**config.mk**
```make
export PLATFORM = sky130hd
export DESIGN_NAME = mem_stage_flat
export DESIGN_NICKNAME = d
export VERILOG_FILES = /design/src/rtl/mem_stage_pkg.sv /design/src/rtl/mem_stage_if.sv /design/src/rtl/lsu_timeout_ctr.sv /design/src/rtl/mem_stage.sv /design/src/flat_wrapper.sv
export SDC_FILE = /design/constraint.sdc
export NUM_CORES = 1
export LEC_CHECK = 0
export ABC_AREA = 0
export BUFFER_PORTS_ARGS = -buffer_cell sky130_fd_sc_hd__buf_2
export CAP_MARGIN = 20
export CORE_MARGIN = 8
export CORE_UTILIZATION = 47
export DETAILED_ROUTE_END_ITERATION = 8
export HOLD_SLACK_MARGIN = 0.12
export PLACE_DENSITY = 0.79
export REMOVE_ABC_BUFFERS = 1
export SYNTH_ARGS = -nofsm -noshare
export SYNTH_HDL_FRONTEND = slang
export SYNTH_SLANG_ARGS = --single-unit
```
**constraint.sdc**
```tcl
create_clock -name clk -period 8.2 [get_ports clk]
set_input_delay 1.64 -clock clk [delete_from_list [all_inputs] [get_ports clk]]
set_output_delay 1.64 -clock clk [all_outputs]
set_load 0.005 [all_outputs]
```
**src/rtl/mem_stage_pkg.sv**
```systemverilog
// Shared types for the memory stage: EX input bundle, WB output bundle,
// writeback-select codes and FSM state encoding.
`timescale 1ns/1ps
package mem_stage_pkg;

  localparam logic [1:0] WB_ALU = 2'b00;
  localparam logic [1:0] WB_MEM = 2'b01;

  localparam logic [1:0] ST_IDLE = 2'd0;
  localparam logic [1:0] ST_REQ  = 2'd1;
  localparam logic [1:0] ST_WAIT = 2'd2;

  typedef enum logic [1:0] {
    IDLE = ST_IDLE,
    REQ  = ST_REQ,
    WAIT = ST_WAIT
  } mem_state_t;

  // Mirrors the EX-stage result bundle layout.
  typedef struct packed {
    logic [4:0]  rd;
    logic [31:0] opr_b;
    logic [31:0] opr_res;
    logic        rf_en;
    logic        dm_en;
    logic [1:0]  wb_sel;
    logic        br_taken;
  } ex_stage_out_t;

  typedef struct packed {
    logic [4:0]  rd;
    logic        rf_en;
    logic [31:0] wb_data;
    logic [1:0]  wb_sel;
  } mem_stage_out_t;

  function automatic logic is_mem_op(ex_stage_out_t ex);
    return ex.dm_en || (ex.wb_sel == WB_MEM);
  endfunction

endpackage

```
**src/rtl/mem_stage_if.sv**
```systemverilog
// Data-memory req/gnt/rvalid bus between the memory stage and data memory.
`timescale 1ns/1ps
interface mem_stage_if;
  logic        req;
  logic        we;
  logic [31:0] addr;
  logic [31:0] wdata;
  logic        gnt;
  logic        rvalid;
  logic [31:0] rdata;

  modport master (output req, we, addr, wdata, input gnt, rvalid, rdata);
  modport slave  (input req, we, addr, wdata, output gnt, rvalid, rdata);
endinterface

```
**src/rtl/lsu_timeout_ctr.sv**
```systemverilog
// Cycle counter bounding time spent waiting on the data bus.
`timescale 1ns/1ps
module lsu_timeout_ctr #(
  parameter int unsigned TIMEOUT_CYCLES = 16
) (
  input  logic clk,
  input  logic rst,
  input  logic clr,
  input  logic en,
  output logic expired
);
  localparam int unsigned W = (TIMEOUT_CYCLES > 1) ? $clog2(TIMEOUT_CYCLES) : 1;

  logic [W-1:0] cnt_q, cnt_d;

  always_comb begin
    cnt_d = cnt_q;
    if (clr)     cnt_d = '0;
    else if (en) cnt_d = cnt_q + W'(1);
  end

  always_ff @(posedge clk or posedge rst) begin
    if (rst) cnt_q <= '0;
    else     cnt_q <= cnt_d;
  end

  assign expired = (cnt_q == W'(TIMEOUT_CYCLES - 1));
endmodule

```
**src/rtl/mem_stage.sv**
```systemverilog
// Memory stage: issues word loads/stores, stalls EX while an access is
// outstanding, and registers the writeback bundle for WB.
`timescale 1ns/1ps
module mem_stage
  import mem_stage_pkg::*;
#(
  parameter int unsigned TIMEOUT_CYCLES = 16
) (
  input  logic           clk,
  input  logic           rst,
  input  ex_stage_out_t  ex_in,
  input  logic           ex_valid,
  output logic           ex_ready,
  mem_stage_if.master    dmem,
  output mem_stage_out_t wb_out,
  output logic           wb_valid,
  output logic           misalign,
  output logic           bus_err
);

  mem_state_t     state_q, state_d;
  logic [4:0]     rd_q, rd_d;
  logic           rf_en_q, rf_en_d;
  logic [1:0]     wb_sel_q, wb_sel_d;
  logic           we_q, we_d;
  logic [31:0]    addr_q, addr_d;
  logic [31:0]    wdata_q, wdata_d;
  mem_stage_out_t wb_q, wb_d;
  logic           wb_valid_q, wb_valid_d;
  logic           misalign_q, misalign_d;
  logic           bus_err_q, bus_err_d;

  logic        ctr_clr, ctr_en, expired;
  logic        retire, abort;
  logic [31:0] retire_data;
  logic        unused_br;

  assign unused_br = ex_in.br_taken;

  lsu_timeout_ctr #(.TIMEOUT_CYCLES(TIMEOUT_CYCLES)) u_timeout (
    .clk     (clk),
    .rst     (rst),
    .clr     (ctr_clr),
    .en      (ctr_en),
    .expired (expired)
  );

  always_comb begin
    state_d     = state_q;
    rd_d        = rd_q;
    rf_en_d     = rf_en_q;
    wb_sel_d    = wb_sel_q;
    we_d        = we_q;
    addr_d      = addr_q;
    wdata_d     = wdata_q;
    wb_d        = wb_q;
    wb_valid_d  = 1'b0;
    misalign_d  = 1'b0;
    bus_err_d   = 1'b0;
    ctr_clr     = 1'b0;
    ctr_en      = 1'b0;
    retire      = 1'b0;
    abort       = 1'b0;
    retire_data = '0;

    unique case (state_q)
      IDLE: begin
        if (ex_valid) begin
          if (!is_mem_op(ex_in)) begin
            wb_valid_d    = 1'b1;
            wb_d.rd       = ex_in.rd;
            wb_d.rf_en    = ex_in.rf_en;
            wb_d.wb_data  = ex_in.opr_res;
            wb_d.wb_sel   = ex_in.wb_sel;
          end else if (ex_in.opr_res[1:0] != 2'b00) begin
            misalign_d    = 1'b1;
            wb_valid_d    = 1'b1;
            wb_d.rd       = ex_in.rd;
            wb_d.rf_en    = 1'b0;
            wb_d.wb_data  = ex_in.opr_res;
            wb_d.wb_sel   = ex_in.wb_sel;
          end else begin
            rd_d     = ex_in.rd;
            rf_en_d  = ex_in.rf_en;
            wb_sel_d = ex_in.wb_sel;
            we_d     = ex_in.dm_en;
            addr_d   = {ex_in.opr_res[31:2], 2'b00};
            wdata_d  = ex_in.opr_b;
            ctr_clr  = 1'b1;
            state_d  = REQ;
          end
        end
      end
      // A grant or rvalid in the expiry cycle takes priority over the abort.
      REQ: begin
        ctr_en = 1'b1;
        if (dmem.gnt) begin
          if (we_q) begin
            retire      = 1'b1;
            retire_data = addr_q;
          end else begin
            ctr_clr = 1'b1;
            state_d = WAIT;
          end
        end else if (expired) begin
          abort = 1'b1;
        end
      end
      WAIT: begin
        ctr_en = 1'b1;
        if (dmem.rvalid) begin
          retire      = 1'b1;
          retire_data = dmem.rdata;
        end else if (expired) begin
          abort = 1'b1;
        end
      end
      default: state_d = IDLE;
    endcase

    if (retire || abort) begin
      state_d      = IDLE;
      wb_valid_d   = 1'b1;
      bus_err_d    = abort;
      wb_d.rd      = rd_q;
      wb_d.rf_en   = rf_en_q && !abort;
      wb_d.wb_data = retire_data;
      wb_d.wb_sel  = wb_sel_q;
    end
  end

  always_ff @(posedge clk or posedge rst) begin
    if (rst) begin
      state_q    <= IDLE;
      rd_q       <= '0;
      rf_en_q    <= 1'b0;
      wb_sel_q   <= '0;
      we_q       <= 1'b0;
      addr_q     <= '0;
      wdata_q    <= '0;
      wb_q       <= '0;
      wb_valid_q <= 1'b0;
      misalign_q <= 1'b0;
      bus_err_q  <= 1'b0;
    end else begin
      state_q    <= state_d;
      rd_q       <= rd_d;
      rf_en_q    <= rf_en_d;
      wb_sel_q   <= wb_sel_d;
      we_q       <= we_d;
      addr_q     <= addr_d;
      wdata_q    <= wdata_d;
      wb_q       <= wb_d;
      wb_valid_q <= wb_valid_d;
      misalign_q <= misalign_d;
      bus_err_q  <= bus_err_d;
    end
  end

  assign ex_ready   = (state_q == IDLE);
  assign dmem.req   = (state_q == REQ);
  assign dmem.we    = we_q;
  assign dmem.addr  = addr_q;
  assign dmem.wdata = wdata_q;
  assign wb_out     = wb_q;
  assign wb_valid   = wb_valid_q;
  assign misalign   = misalign_q;
  assign bus_err    = bus_err_q;

endmodule

```
**src/flat_wrapper.sv**
```systemverilog
// flat-port wrapper written by rule: the top's interface ports become plain ports
module mem_stage_flat import mem_stage_pkg::*;
#(
  parameter int unsigned TIMEOUT_CYCLES = 16
)
  (clk, rst, ex_in, ex_valid, ex_ready, wb_out, wb_valid, misalign, bus_err, dmem_req, dmem_we, dmem_addr, dmem_wdata, dmem_gnt, dmem_rvalid, dmem_rdata);
  mem_stage_if dmem_i ();
  input  logic clk;
  input  logic rst;
  input  ex_stage_out_t ex_in;
  input  logic ex_valid;
  output logic ex_ready;
  output mem_stage_out_t wb_out;
  output logic wb_valid;
  output logic misalign;
  output logic bus_err;
  output wire logic [$bits(dmem_i.req)-1:0] dmem_req;
  output wire logic [$bits(dmem_i.we)-1:0] dmem_we;
  output wire logic [$bits(dmem_i.addr)-1:0] dmem_addr;
  output wire logic [$bits(dmem_i.wdata)-1:0] dmem_wdata;
  input wire logic [$bits(dmem_i.gnt)-1:0] dmem_gnt;
  input wire logic [$bits(dmem_i.rvalid)-1:0] dmem_rvalid;
  input wire logic [$bits(dmem_i.rdata)-1:0] dmem_rdata;
  assign dmem_req = dmem_i.req;
  assign dmem_we = dmem_i.we;
  assign dmem_addr = dmem_i.addr;
  assign dmem_wdata = dmem_i.wdata;
  assign dmem_i.gnt = dmem_gnt;
  assign dmem_i.rvalid = dmem_rvalid;
  assign dmem_i.rdata = dmem_rdata;
  mem_stage #(.TIMEOUT_CYCLES(TIMEOUT_CYCLES)) u_core (.clk(clk), .rst(rst), .ex_in(ex_in), .ex_valid(ex_valid), .ex_ready(ex_ready), .dmem(dmem_i), .wb_out(wb_out), .wb_valid(wb_valid), .misalign(misalign), .bus_err(bus_err));
endmodule
```
==> flow_summary.toml <==
[setup_path]
path_class = "input port to flop"
arrival_ns = 3.48
cp_slowest_stage_delay_ns = 0.50
critPathSlowestCell = "buf_4"
cp_data_required_time_ns = 8.45
cp-start-kind = "input port"
cp_max_fo = 21
worstPathCellList = "buf_2 -> nor2b_1 -> o21ai_2 -> nand2_2 -> buf_4 -> mux2i_1 -> o21ai_0"
end_kind = "flop"

[power_and_ir_drop]
swShare_pct = 32.29
power.switching_mw = 0.9031
p_int_mw = 1.894
p_leak_nw = 3.663
p_per_area_mw_per_mm2 = 394.1
seqPwrFrac_pct = 37.8
power_frac_clock_pct = 28.2
power_frac_comb_pct = 34.0
irDropWorstVdd_mv = 0.2295

[clocking]
cts-root-buf = "clkbuf_16"
ctsHtreeMaxLevel = 4
clk_path_buf_depth = 2
cts-resized-gates = 0
tritoncts = "done"
holdBufCountCts = 0
cts-buffers-inserted = 17
post_cts_buffers = 0
path_clk_slew_ns = 0.06
clkSinkCount = 120
clk_latency_ns = 0.40

[hold_path]
hold_path.class = "flop to flop"

[logic_synthesis]
synthCells = 423
async_flop_share_pct = 100.0
synthFlopType = "dfrtp_1"
synth.distinct_cells = 38
seq_area_frac_synth_pct = 56.56
synth_area_sq_mm = 0.005309
synth-edff-count = 0
syn-mean-instance-area_sq_um = 12.55
ys_ff_latch = 120
yosys_warnings = 0

[global_routing]
grt_max_degree = 73
grt_overflow = 0
grt_util_all_layers_pct = 20.22
antenna_found_initial = 0
grt_pass1_vias = 4655
grt_pass1_wl_mm = 23.81

[drt]
drc = 0
first_pass_iters = 4
wl_per_cell_microns = 19.21
num_vias = 4202
antenna_left = 0
drtIter0Drc = 177
drt_wl_total_mm = 15.14
viasPerCell = 5.332

[die]
die_area_sq_mm = 0.01495
io_pins = 221
die_width_microns = 122.3
initial_core_util_pct = 47.30
rows = 39
chipHeight_microns = 122.3
design.core.area_sq_mm = 0.01122

[layout]
instances_no_fill = 788
finalNetCount = 749
areaGrowthSynthToFinish_pct = 33.68
diodes = 0
drive_above_1_share_pct = 51.16
nFillCells = 885

[run_status]
outcome = "finished clean"

[sta]
fin_tns_setup_ns = 0
period_minus_slack_ns = 3.234
slew-limit-headroom_pct = 30.89
fin_crit_sh_pct = 39.43
fmax_mhz = 309.3
setup_ws_ns = 4.966
drv_slew = 0
skew_ns = 0.005773
setup_violations = 0
worst_slew_pin_slew_ns = 1.037
rsz0062_at_grt = "no"
finalHoldViolCount = 0

[job]
drv_cap = 0

[placement]
dp_cells = 757
dp_slack_ns = 4.537
dpl.hpwl_mm = 10.53
globalplace.congestion = 0.7573
io_buffers = 217
## placed cells by master, fill, tap and decap left out, types with 3 or more instances in the layout
| master | count |
|---|---|
| buf_2 | 217 |
| dfrtp_1 | 120 |
| mux2_2 | 72 |
| nand2_1 | 41 |
| mux2i_1 | 38 |
| o21ai_0 | 37 |
| a22o_1 | 31 |
| clkbuf_16 | 17 |
| nor2_1 | 8 |
| ha_1 | 5 |
| buf_4 | 5 |
| o21ai_1 | 4 |
| bufinv_16 | 4 |
| clkinvlp_4 | 4 |
| nand2b_1 | 3 |
| inv_1 | 3 |
## Yosys cell counts, types with 2 or more instances
cell	instances	share of area (%)
mux2i_1	38	7.2
inv_1	4	0.28
dfrtp_1	120	57
a21oi_1	2	0.19
nand2b_1	4	0.47
nand2_1	41	2.9
buf_1	3	0.21
a22oi_1	2	0.28
xor2_1	2	0.33
and2_1	2	0.24
a22o_1	31	5.1
clkbuf_1	12	0.85
nand4_1	2	0.24
ha_1	5	1.2
buf_4	4	0.57
o21ai_0	37	3.5
nor2_1	8	0.57
o21ai_1	4	0.38
buf_2	11	1.0
nand3_1	2	0.19
mux2_2	72	15
## power by group through the flow
stage / Sequential [mW] / Clock, mW / Combinational, mW
finish: 1.06 / 0.788 / 0.951
global route: 1.09 / 0.829 / 1.05
CTS: 1.06 / 0.800 / 0.968
detailed placement: 1.06 / 0 / 0.963
global placement: 1.04 / 0 / 0.930
floorplan: 1.07 / 0 / 0.476
## routing by layer
| metal | part of all wire (%) | GRT usage (%) | vias to the layer above | routed length [microns] |
|---|---|---|---|---|
| met2 | 50 | 33.75 | 171 | 7503 |
| met3 | 12 | 10.72 | 8 | 1770 |
| met4 | 0.66 | 5.864 | 0 | 100 |
| met5 | 0 | 0 | - | 0 |
| met1 | 38 | 21.99 | 2101 | 5762 |
| li1 | - | - | 1922 | - |
## final cells by class
type | count | area (sq um) | area share (%)
inverter | 4 | 17.52 | 0.2468
sequential | 120 | 3003 | 42.31
multi-input combinational | 268 | 2145 | 30.22
tap | 143 | 178.9 | 2.521
timing repair buffer | 222 | 1124 | 15.83
clock inverter | 11 | 172.7 | 2.433
clock buffer | 20 | 456.7 | 6.435
## sequential cells by signal, indices dropped and copies added (netlist names)
| signal | count |
|---|---|
| u_core.wb_sel_q | 2 |
| u_core.wb_out | 40 |
| u_core.state_q | 2 |
| u_core.dmem.we | 1 |
| u_core.rd_q | 5 |
| u_core.misalign | 1 |
| u_core.bus_err | 1 |
| u_core.dmem.wdata | 32 |
| u_core.u_timeout.cnt_q | 4 |
| u_core.wb_valid | 1 |
| u_core.dmem.addr | 30 |
| u_core.rf_en_q | 1 |
## path summary, 6_finish.rpt
kind / startpoint / endpoint / slack, ns / depth (start not counted)
max: ex_in[1] / u_core.wb_out[28] / 4.97 / 7
min: u_core.rd_q[2] / u_core.wb_out[37] / 0.48 / 2
max reg2reg: u_core.state_q[0] / u_core.state_q[0] / 5.68 / 8
min reg2reg: u_core.rd_q[2] / u_core.wb_out[37] / 0.48 / 2
max in group asynchronous: rst / u_core.wb_out[0] / 5.54 / 3
min in group asynchronous: rst / u_core.dmem.wdata[9] / 1.37 / 2
## critical path, delay by kind of cell
family	cells	cell delay [ns]
simple gates	2	0.72
compound gates	2	0.23
buf+inv	2	0.61
mux	1	0.25
## cells by family (layout without fill, tap and decap cells)
logic type	after synthesis	in the layout	synth area share, %
muxes	110	110	22.44
other	1	2	0.07064
AOI/OAI and AO/OA	81	81	10.18
DFF	120	120	56.56
buffers and inverters	36	257	3.252
xor gates and xnor gates	3	3	0.4950
and+or+nand+nor	67	67	5.822
adders and majority gates	5	5	1.178
## through the flow
step | instance area (sq um) | power [mW] | hold WS [ns] | util [%]
2_1_floorplan | 5155 | 1.545 | 0.4444 | -
3_3_place_gp | 6467 | 1.970 | 0.4554 | 57.63
4_1_cts | 7097 | 2.825 | 0.4810 | 63.23
3_5_place_dp | 6467 | 2.026 | 0.4747 | 57.63
5_1_grt | 7097 | 2.973 | 0.5133 | 63.23
6_report | 7097 | 2.797 | 0.4810 | 63.23
(Power assumes the default switching activity.)
